**src/rtl/rsa_job_arbiter.sv**
```systemverilog
// Two-requester front end for a modular-exponentiation core: arbitrates jobs,
// sequences core restart/enable, and returns results or timeout aborts.
module rsa_job_arbiter #(
  parameter int unsigned OPW  = 8,
  parameter int unsigned EXPW = 6,
  parameter int unsigned TMO  = 200
) (
  input  logic            clk,
  input  logic            rst,
  input  logic            en,
  input  logic            req_0,
  input  logic            req_1,
  input  logic [OPW-1:0]  m_0,
  input  logic [OPW-1:0]  n_0,
  input  logic [EXPW-1:0] e_0,
  input  logic [OPW-1:0]  m_1,
  input  logic [OPW-1:0]  n_1,
  input  logic [EXPW-1:0] e_1,
  output logic            acc_0,
  output logic            acc_1,
  output logic            rvalid_0,
  output logic            rvalid_1,
  output logic [OPW-1:0]  rdata_0,
  output logic [OPW-1:0]  rdata_1,
  output logic            rerr_0,
  output logic            rerr_1,
  input  logic            rready_0,
  input  logic            rready_1,
  output logic            core_rstb,
  output logic            core_en,
  output logic [OPW-1:0]  core_m,
  output logic [OPW-1:0]  core_n,
  output logic [EXPW-1:0] core_e,
  input  logic            core_eoc,
  input  logic [OPW-1:0]  core_res,
  output logic            busy,
  output logic            owner
);
  localparam int unsigned CW = $clog2(TMO) + 1;

  typedef enum logic [1:0] {IDLE, SETUP, RUN, DONE} state_t;

  state_t          state_q, state_d;
  logic [CW-1:0]   cnt_q, cnt_d;
  logic            last_q, last_d, owner_q, owner_d, rstb_q;
  logic [1:0]      acc_q, acc_d, rvalid_q, rvalid_d, rerr_q, rerr_d;
  logic [OPW-1:0]  rdata0_q, rdata0_d, rdata1_q, rdata1_d;
  logic [OPW-1:0]  cm_q, cm_d, cn_q, cn_d;
  logic [EXPW-1:0] ce_q, ce_d;
  logic            win, rready_own, tmo_hit;

  // Tie goes to the requester that was not served last.
  assign win        = (req_0 & req_1) ? ~last_q : req_1;
  assign rready_own = owner_q ? rready_1 : rready_0;
  assign tmo_hit    = (cnt_q == CW'(TMO - 1));

  always_ff @(posedge clk or posedge rst) begin
    if (rst) state_q <= IDLE;
    else     state_q <= state_d;
  end

  always_comb begin
    state_d = state_q;
    if (en) begin
      unique case (state_q)
        IDLE:    if (req_0 | req_1) state_d = SETUP;
        SETUP:   state_d = RUN;
        RUN:     if (core_eoc || tmo_hit) state_d = DONE;
        DONE:    if (rready_own) state_d = IDLE;
        default: state_d = IDLE;
      endcase
    end
  end

  always_comb begin
    cnt_d    = cnt_q;
    last_d   = last_q;
    owner_d  = owner_q;
    acc_d    = acc_q;
    rvalid_d = rvalid_q;
    rerr_d   = rerr_q;
    rdata0_d = rdata0_q;
    rdata1_d = rdata1_q;
    cm_d     = cm_q;
    cn_d     = cn_q;
    ce_d     = ce_q;
    if (en) begin
      acc_d = 2'b00;
      unique case (state_q)
        IDLE: begin
          if (req_0 | req_1) begin
            owner_d    = win;
            acc_d[win] = 1'b1;
            cm_d       = win ? m_1 : m_0;
            cn_d       = win ? n_1 : n_0;
            ce_d       = win ? e_1 : e_0;
          end
        end
        SETUP: cnt_d = '0;
        RUN: begin
          // End-of-computation wins over a simultaneous timeout.
          if (core_eoc || tmo_hit) begin
            rvalid_d[owner_q] = 1'b1;
            rerr_d[owner_q]   = ~core_eoc;
            if (owner_q) rdata1_d = core_eoc ? core_res : '0;
            else         rdata0_d = core_eoc ? core_res : '0;
          end else begin
            cnt_d = cnt_q + CW'(1);
          end
        end
        DONE: begin
          if (rready_own) begin
            rvalid_d[owner_q] = 1'b0;
            last_d            = owner_q;
          end
        end
        default: ;
      endcase
    end
  end

  always_ff @(posedge clk or posedge rst) begin
    if (rst) begin
      cnt_q    <= '0;
      last_q   <= 1'b1;
      owner_q  <= 1'b0;
      acc_q    <= '0;
      rvalid_q <= '0;
      rerr_q   <= '0;
      rdata0_q <= '0;
      rdata1_q <= '0;
      cm_q     <= '0;
      cn_q     <= '0;
      ce_q     <= '0;
      rstb_q   <= 1'b0;
    end else begin
      cnt_q    <= cnt_d;
      last_q   <= last_d;
      owner_q  <= owner_d;
      acc_q    <= acc_d;
      rvalid_q <= rvalid_d;
      rerr_q   <= rerr_d;
      rdata0_q <= rdata0_d;
      rdata1_q <= rdata1_d;
      cm_q     <= cm_d;
      cn_q     <= cn_d;
      ce_q     <= ce_d;
      rstb_q   <= 1'b1;
    end
  end

  // Core controls follow the state directly so a low enable stops the core at once.
  assign core_en   = en & (state_q == RUN);
  assign core_rstb = rstb_q & (state_q != SETUP);
  assign busy      = (state_q != IDLE);
  assign owner     = owner_q;
  assign acc_0     = acc_q[0];
  assign acc_1     = acc_q[1];
  assign rvalid_0  = rvalid_q[0];
  assign rvalid_1  = rvalid_q[1];
  assign rerr_0    = rerr_q[0];
  assign rerr_1    = rerr_q[1];
  assign rdata_0   = rdata0_q;
  assign rdata_1   = rdata1_q;
  assign core_m    = cm_q;
  assign core_n    = cn_q;
  assign core_e    = ce_q;

endmodule
```
**config.mk**
```make
export PLATFORM = sky130hd
export DESIGN_NAME = rsa_job_arbiter
export DESIGN_NICKNAME = d
export VERILOG_FILES = /design/src/rtl/rsa_job_arbiter.sv
export SDC_FILE = /design/constraint.sdc
export NUM_CORES = 1
export LEC_CHECK = 0
export CORE_ASPECT_RATIO = 1.75
export CORE_MARGIN = 1
export CORE_UTILIZATION = 31
export DETAILED_ROUTE_END_ITERATION = 12
export GPL_TIMING_DRIVEN = 1
export SLEW_MARGIN = 20
export SYNTH_ARGS = -nofsm -noshare
export SYNTH_HDL_FRONTEND = slang
export SYNTH_SLANG_ARGS = --single-unit
```
**constraint.sdc**
```tcl
create_clock -name clk -period 3.9 [get_ports clk]
set_clock_uncertainty 0.1 [all_clocks]
set_input_delay 0.78 -clock clk [delete_from_list [all_inputs] [get_ports clk]]
set_output_delay 0.78 -clock clk [all_outputs]
set_load 0.02 [all_outputs]
```
==> flow_metrics.tcl, run 1 <==
set metrics [dict create \
    cts_sinks 58 \
    grt_pass1_vias 2338 \
    crit_path_frequent_cell "clkdlybuf4s50_1" \
    synth_ff_type "dfrtp_1" \
    dr.pass1.iters 4 \
    max_stage_delay_ns 0.60 \
    max_freq_mhz 315.7 \
    die_w_um 71.70 \
    drt_iter0_drc 92 \
    dp_slack_ns 0.7469 \
    antenna_found_initial 0 \
    areaGrowthSynthToFinish_pct 55.60 \
    syn-cell-area_sq_mm 0.002635 \
    ys_seq_elements 58 \
    hold_viol 0 \
    clock_path_buffers 2 \
    num_vias 2336 \
    final_layout_size_suffix_gt1_share_pct 8.101 \
    max_slew_margin_pct 29.00 \
    fp.dieH_um 124.0 \
    rsz0062_at_grt "false" \
    drcViolationCount 0 \
    finalWeightedCongestion 0.7303 \
    cp_max_fo 11 \
    ant_nets 0 \
    ys_types 46 \
    antennaDiodeCount 0 \
    leakagePower_nw 1.913 \
    start_util_pct 31.91 \
    ctsHoldBuffers 0 \
    finalSetupTns_ns 0 \
    syn-instance-count 244 \
    required_ns 3.02 \
    io_pins 108 \
    synth_edf_count 0 \
    worstSetupPathType "in2out" \
    slew_violations 0 \
    rows 44 \
    grt_max_degree 29 \
    place_hpwl_um 5038 \
    period_needed_ns 3.168 \
    path_cells "clkdlybuf4s50_1 > buf_4 > nand2_1 > inv_1 > clkdlybuf4s50_1" \
    hold_path.class "reg2reg" \
    cp_slowest_cell "clkdlybuf4s50_1" \
    fillCellCount 784 \
    nets 421 \
    port_buffers 107 \
    clk_pin_slew_ns 0.05 \
    startpoint_type "input pin" \
    totalWireLength_um 6920 \
    finalSetupViolCount 0 \
    floorplan.core_area_sq_mm 0.008258 \
    cts-htree-levels 3 \
    worstSetupEndpointType "output port" \
    final_core_util_pct 49.65 \
    grt_pass1_wl_um 11350 \
    avgSynthCellArea_sq_um 10.80 \
    wl_per_cell_um 15.38 \
    fp.dieArea_sq_mm 0.008888 \
    clockRootBuffer "clkbuf_16" \
    numCtsBuffers 9 \
    cts_resized 0 \
    post_dp_cell_area_sq_mm 0.003792 \
    ys_seq_area_share_pct 55.13 \
    clk_latency_ns 0.32 \
    irDropWorstVdd_mv 0.3942 \
    drv_cap 0 \
    powerDensity_mw_per_mm2 743.3 \
    final.setup.worst_slack_ns 0.7324 \
    worstMarginPinSlew_ns 1.060 \
    grt-ovfl-total 0 \
    cts_setup_buffers 0 \
    yosysWarnings 0 \
    status "complete, no violations" \
    vias_per_cell 5.191 \
    cts_tree "built" \
    syn-num-nets 310 \
    synthArstFlopShare_pct 100.0 \
    timing.hold.ws_ns 0.3628 \
    fin_crit_sh_pct 81.22 \
    track_usage_pct 16.94 \
    fin_area_sq_mm 0.004100 \
    critPathArrivalTime_ns 2.29 \
]
state kept, by name, indices dropped and copies added (netlist names), named ones only:
register,count
owner,1
acc_q,2
rstb_q,1
core_n,8
core_m,8
rerr_q,2
cnt_q,9
core_e,6
last_q,1
state_q,2
rdata_1,8
rdata_0,8
layout make-up:
class	instances	area (sq um)	share of cell area, %
multi-input combinational	167	1090	26.58
clock buffer	11	242.7	5.920
tap	92	115.1	2.807
clock inverter	3	65.06	1.587
inverter	7	26.28	0.6408
timing repair buffer	112	1109	27.04
sequential	58	1453	35.43
layer usage:
metal | vias up | routed length [um] | track usage (%)
met5 | - | 0 | 0
met4 | 0 | 105 | 7.230
met3 | 9 | 607 | 7.929
met2 | 86 | 3532 | 27.95
met1 | 1127 | 2675 | 18.56
li1 | 1114 | - | -
cells in the final DEF, fill, tap and decap left out, types with 2 or more instances in the layout:
cell type / count
clkdlybuf4s50_1: 107
dfrtp_1: 57
nand2_1: 49
a22oi_1: 20
a22o_1: 16
clkbuf_16: 9
nand3_1: 7
and3_1: 6
inv_1: 6
ha_1: 6
a21oi_1: 5
a31oi_1: 5
buf_4: 5
nor2_1: 4
mux2i_1: 4
a21o_1: 3
o21ai_0: 3
nor3_1: 3
a21boi_0: 2
a21o_2: 2
nor4b_1: 2
nand4_1: 2
o22a_1: 2
a221o_1: 2
a41oi_1: 2
a211o_1: 2
nand2b_1: 2
bufinv_16: 2
cells in the mapped netlist (all sizes together) (2+ instances only):
library cell  instances  share of area, %
nand2                49               7.0
buf                   7               1.8
and2                  2              0.52
dfrtp                57                54
a41oi                 2              0.66
a21oi                 6               1.3
nor2                  4              0.57
nor4b                 2              0.66
and3                  7               1.7
a21boi                3              0.85
a22oi                20               5.7
nor3                  3              0.57
inv                   7               1.0
ha                    6               2.8
a211o                 3               1.0
a221o                 2              0.76
a31oi                 5               1.2
nand3                 7               1.3
o22a                  2              0.66
nand2b                2              0.47
mux2i                 4               1.5
nor4                  2               1.0
nand4                 2              0.47
a21o                  5               1.5
clkbuf                5              0.71
a22o                 16               5.3
o21ai                 3              0.57
worst paths after layout:
| path | start | end | slack (ns) | cells after the start |
|---|---|---|---|---|
| setup / recovery | en | core_en | 0.73 | 5 |
| hold / removal | core_n[6] | core_n[6] | 0.36 | 2 |
| setup reg to reg | state_q[0] | cnt_q[6] | 1.66 | 6 |
| hold reg to reg | core_n[6] | core_n[6] | 0.36 | 2 |
| max in group asynchronous | rst | last_q | 2.34 | 3 |
| min in group asynchronous | rst | rdata_0[6] | 0.64 | 2 |
worst max-delay path: cells and delay by family:
family | cells | cell delay, ns
buffers and inverters | 4 | 1.35
AND/OR/NAND/NOR | 1 | 0.15
kinds of logic after synthesis:
group / synth area share, %
buffers and inverters: 3.514
AOI/OAI and AO/OA: 19.85
adders and majority gates: 2.849
and+or+nand+nor: 16.57
DFF: 55.13
muxes: 1.947
other: 0.1423
power breakdown:
| group | total (mW) | switching (mW) | internal [mW] |
|---|---|---|---|
| combinational | 1.24 | 0.634 | 0.610 |
| sequential | 0.985 | 0.150 | 0.834 |
| clock | 0.820 | 0.253 | 0.567 |
stage by stage:
| stage | power (mW) | std cells |
|---|---|---|
| 2_1_floorplan | 1.626 | 244 |
| 3_3_place_gp | 2.227 | 436 |
| 3_5_place_dp | 2.245 | 436 |
| 4_1_cts | 3.089 | 450 |
| 5_1_grt | 3.239 | 450 |
| 6_report | 3.048 | 450 |
Note: power is estimated with default switching activity, not from simulation.
==> run 2: changes to the inputs <==
==> constraint.sdc (replaced) <==
create_clock -name clk -period 2.6 [get_ports clk]
set_clock_uncertainty 0.1 [all_clocks]
set_input_delay 0.52 -clock clk [delete_from_list [all_inputs] [get_ports clk]]
set_output_delay 0.52 -clock clk [all_outputs]
set_load 0.02 [all_outputs]
==> run 2 against run 1 <==
Net effect: critical path depth fell by 1; global-route usage shrank 0.47 points; register-to-register slack lost 1.2 ns; sequential power grew 50%; core utilization increased by 0.89 points; die area unchanged; routed wire length is 2.7% lower.
==> flow_metrics.tcl, run 2 (synthesis results as in run 1) <==
set metrics [dict create \
    rsz0062_at_grt "false" \
    floorplan.core_area_sq_mm 0.008258 \
    required_ns 1.98 \
    clockRootBuffer "clkbuf_16" \
    hold_depth 2 \
    cts_sinks 58 \
    dp_cells 440 \
    grt-ovfl-total 0 \
    p_switching_mw 1.571 \
    fp.dieH_um 124.0 \
    status "complete, no violations" \
    r2r_start "cnt_q[0]" \
    grt_pass1_wl_um 11170 \
    finalSetupViolCount 0 \
    antennaDiodeCount 0 \
    grt_max_degree 43 \
    p_seq_share_pct 31.6 \
    largest_reg_flops 9 \
    dp_slack_ns 0.2042 \
    rows 44 \
    final.setup.worst_slack_ns 0.2129 \
    track_usage_pct 16.47 \
    cp_max_fo 4 \
    ant_nets 0 \
    fp.dieArea_sq_mm 0.008888 \
    vias_per_cell 5.064 \
    clock_path_buffers 2 \
    cts-htree-levels 3 \
    place_hpwl_um 4888 \
    final_common_cell "clkdlybuf4s50_1" \
    port_buffers 107 \
    power_mw 4.672 \
    hold_path.class "reg2reg" \
    worstRegToRegCells 5 \
    post_dp_cell_area_sq_mm 0.003835 \
    ctsHoldBuffers 0 \
    io_pins 108 \
    fin_area_sq_mm 0.004174 \
    irDropWorstVdd_mv 0.4683 \
    die_w_um 71.70 \
    max_freq_mhz 418.9 \
    cts_resized 0 \
    combPwrFrac_pct 40.3 \
    dr.pass1.iters 4 \
    clk_pin_slew_ns 0.05 \
    numCtsBuffers 9 \
    powerDensity_mw_per_mm2 1119 \
    p_int_mw 3.101 \
    totalWireLength_um 6730 \
    worstSetupEndpointType "output port" \
    nets 425 \
    clk_latency_ns 0.32 \
    drt_iter0_drc 103 \
    p_clk_share_pct 28.1 \
    grt_pass1_vias 2413 \
    worstSetupPathType "reg2out" \
    fin_crit_sh_pct 91.81 \
    slew_violations 0 \
    max_slew_margin_pct 63.51 \
    final_layout_size_suffix_gt1_share_pct 9.890 \
    areaGrowthSynthToFinish_pct 58.40 \
    num_vias 2309 \
    r2r_end "rdata_0[3]" \
    min_from "core_e[3]" \
    critPathArrivalTime_ns 1.77 \
    swShare_pct 33.62 \
    cts_setup_buffers 0 \
    antenna_found_initial 0 \
    finalSetupTns_ns 0 \
    leakagePower_nw 1.950 \
    startpoint_type "flip-flop" \
    worstMarginPinSlew_ns 0.5462 \
    wl_per_cell_um 14.76 \
    cts_tree "built" \
    drcViolationCount 0 \
    min_to "core_e[3]" \
    top_register "cnt_q" \
    fin_cells 456 \
    final_cell_mix "107 x clkdlybuf4s50_1, 57 x dfrtp_1, 49 x nand2_1" \
    hold_viol 0 \
    start_util_pct 31.91 \
    finalWeightedCongestion 0.7107 \
    period_needed_ns 2.387 \
    ff2ff_setup_slack_ns 0.49 \
    drv_cap 0 \
]
==> run 2: cell count changes in the layout (fill, tap and decap cells not counted) <==
cell,change
clkbuf_1,-1
buf_4,+3
clkinvlp_4,+1
buf_12,+1
clkbuf_8,+2
==> run 2: power by group through the flow <==
| stage | clock (mW) | sequential [mW] | combinational (mW) |
|---|---|---|---|
| 3_3_place_gp | 0 | 1.48 | 1.89 |
| 6_report | 1.31 | 1.48 | 1.88 |
| 2_1_floorplan | 0 | 1.83 | 0.613 |
| 4_1_cts | 1.34 | 1.48 | 1.91 |
| 3_5_place_dp | 0 | 1.49 | 1.90 |
| 5_1_grt | 1.38 | 1.52 | 2.05 |
==> run 2: routing by layer <==
metal,wire length (um),part of all wire [%],global-route usage [%]
met5,0,0,0
met1,2744,41,18.06
met3,464,6.9,6.149
met2,3358,50,27.54
met4,163,2.4,8.578
==> run 2: how the worst max path moves through the flow <==
| stage | startpoint | end | slack, ns |
|---|---|---|---|
| 2_1_floorplan | rst | asynchronous set/reset pin | 0.55 |
| 3_3_place_gp | en | core_en | 0.24 |
| 3_5_place_dp | en | cnt_q[5] | 0.20 |
| 4_1_cts | state_q[1] | core_rstb | 0.18 |
| 5_1_grt | state_q[0] | core_en | 0.08 |
| 6_report | state_q[1] | core_rstb | 0.21 |
==> run 2: layout make-up <==
type / count / area, sq um
inverter: 7 / 26.28
timing repair buffer: 116 / 1151
multi-input combinational: 167 / 1090
sequential: 58 / 1453
tap: 92 / 115.1
clock buffer: 12 / 266.5
fill: 768 / 4084
clock inverter: 4 / 72.57
==> run 2: stage by stage <==
step | hold WS, ns | utilization (%)
3_3_place_gp | 0.3487 | 46.44
6_report | 0.3628 | 50.55
3_5_place_dp | 0.3549 | 46.44
2_1_floorplan | 0.3793 | -
5_1_grt | 0.3862 | 50.55
4_1_cts | 0.3660 | 50.55
==> run 2: worst max-delay path, cell delays in order, from the launching register on <==
cell,delay (ns)
dfrtp_1,0.39
inv_1,0.09
ha_1,0.20
nor2b_1,0.12
clkdlybuf4s50_1,0.63
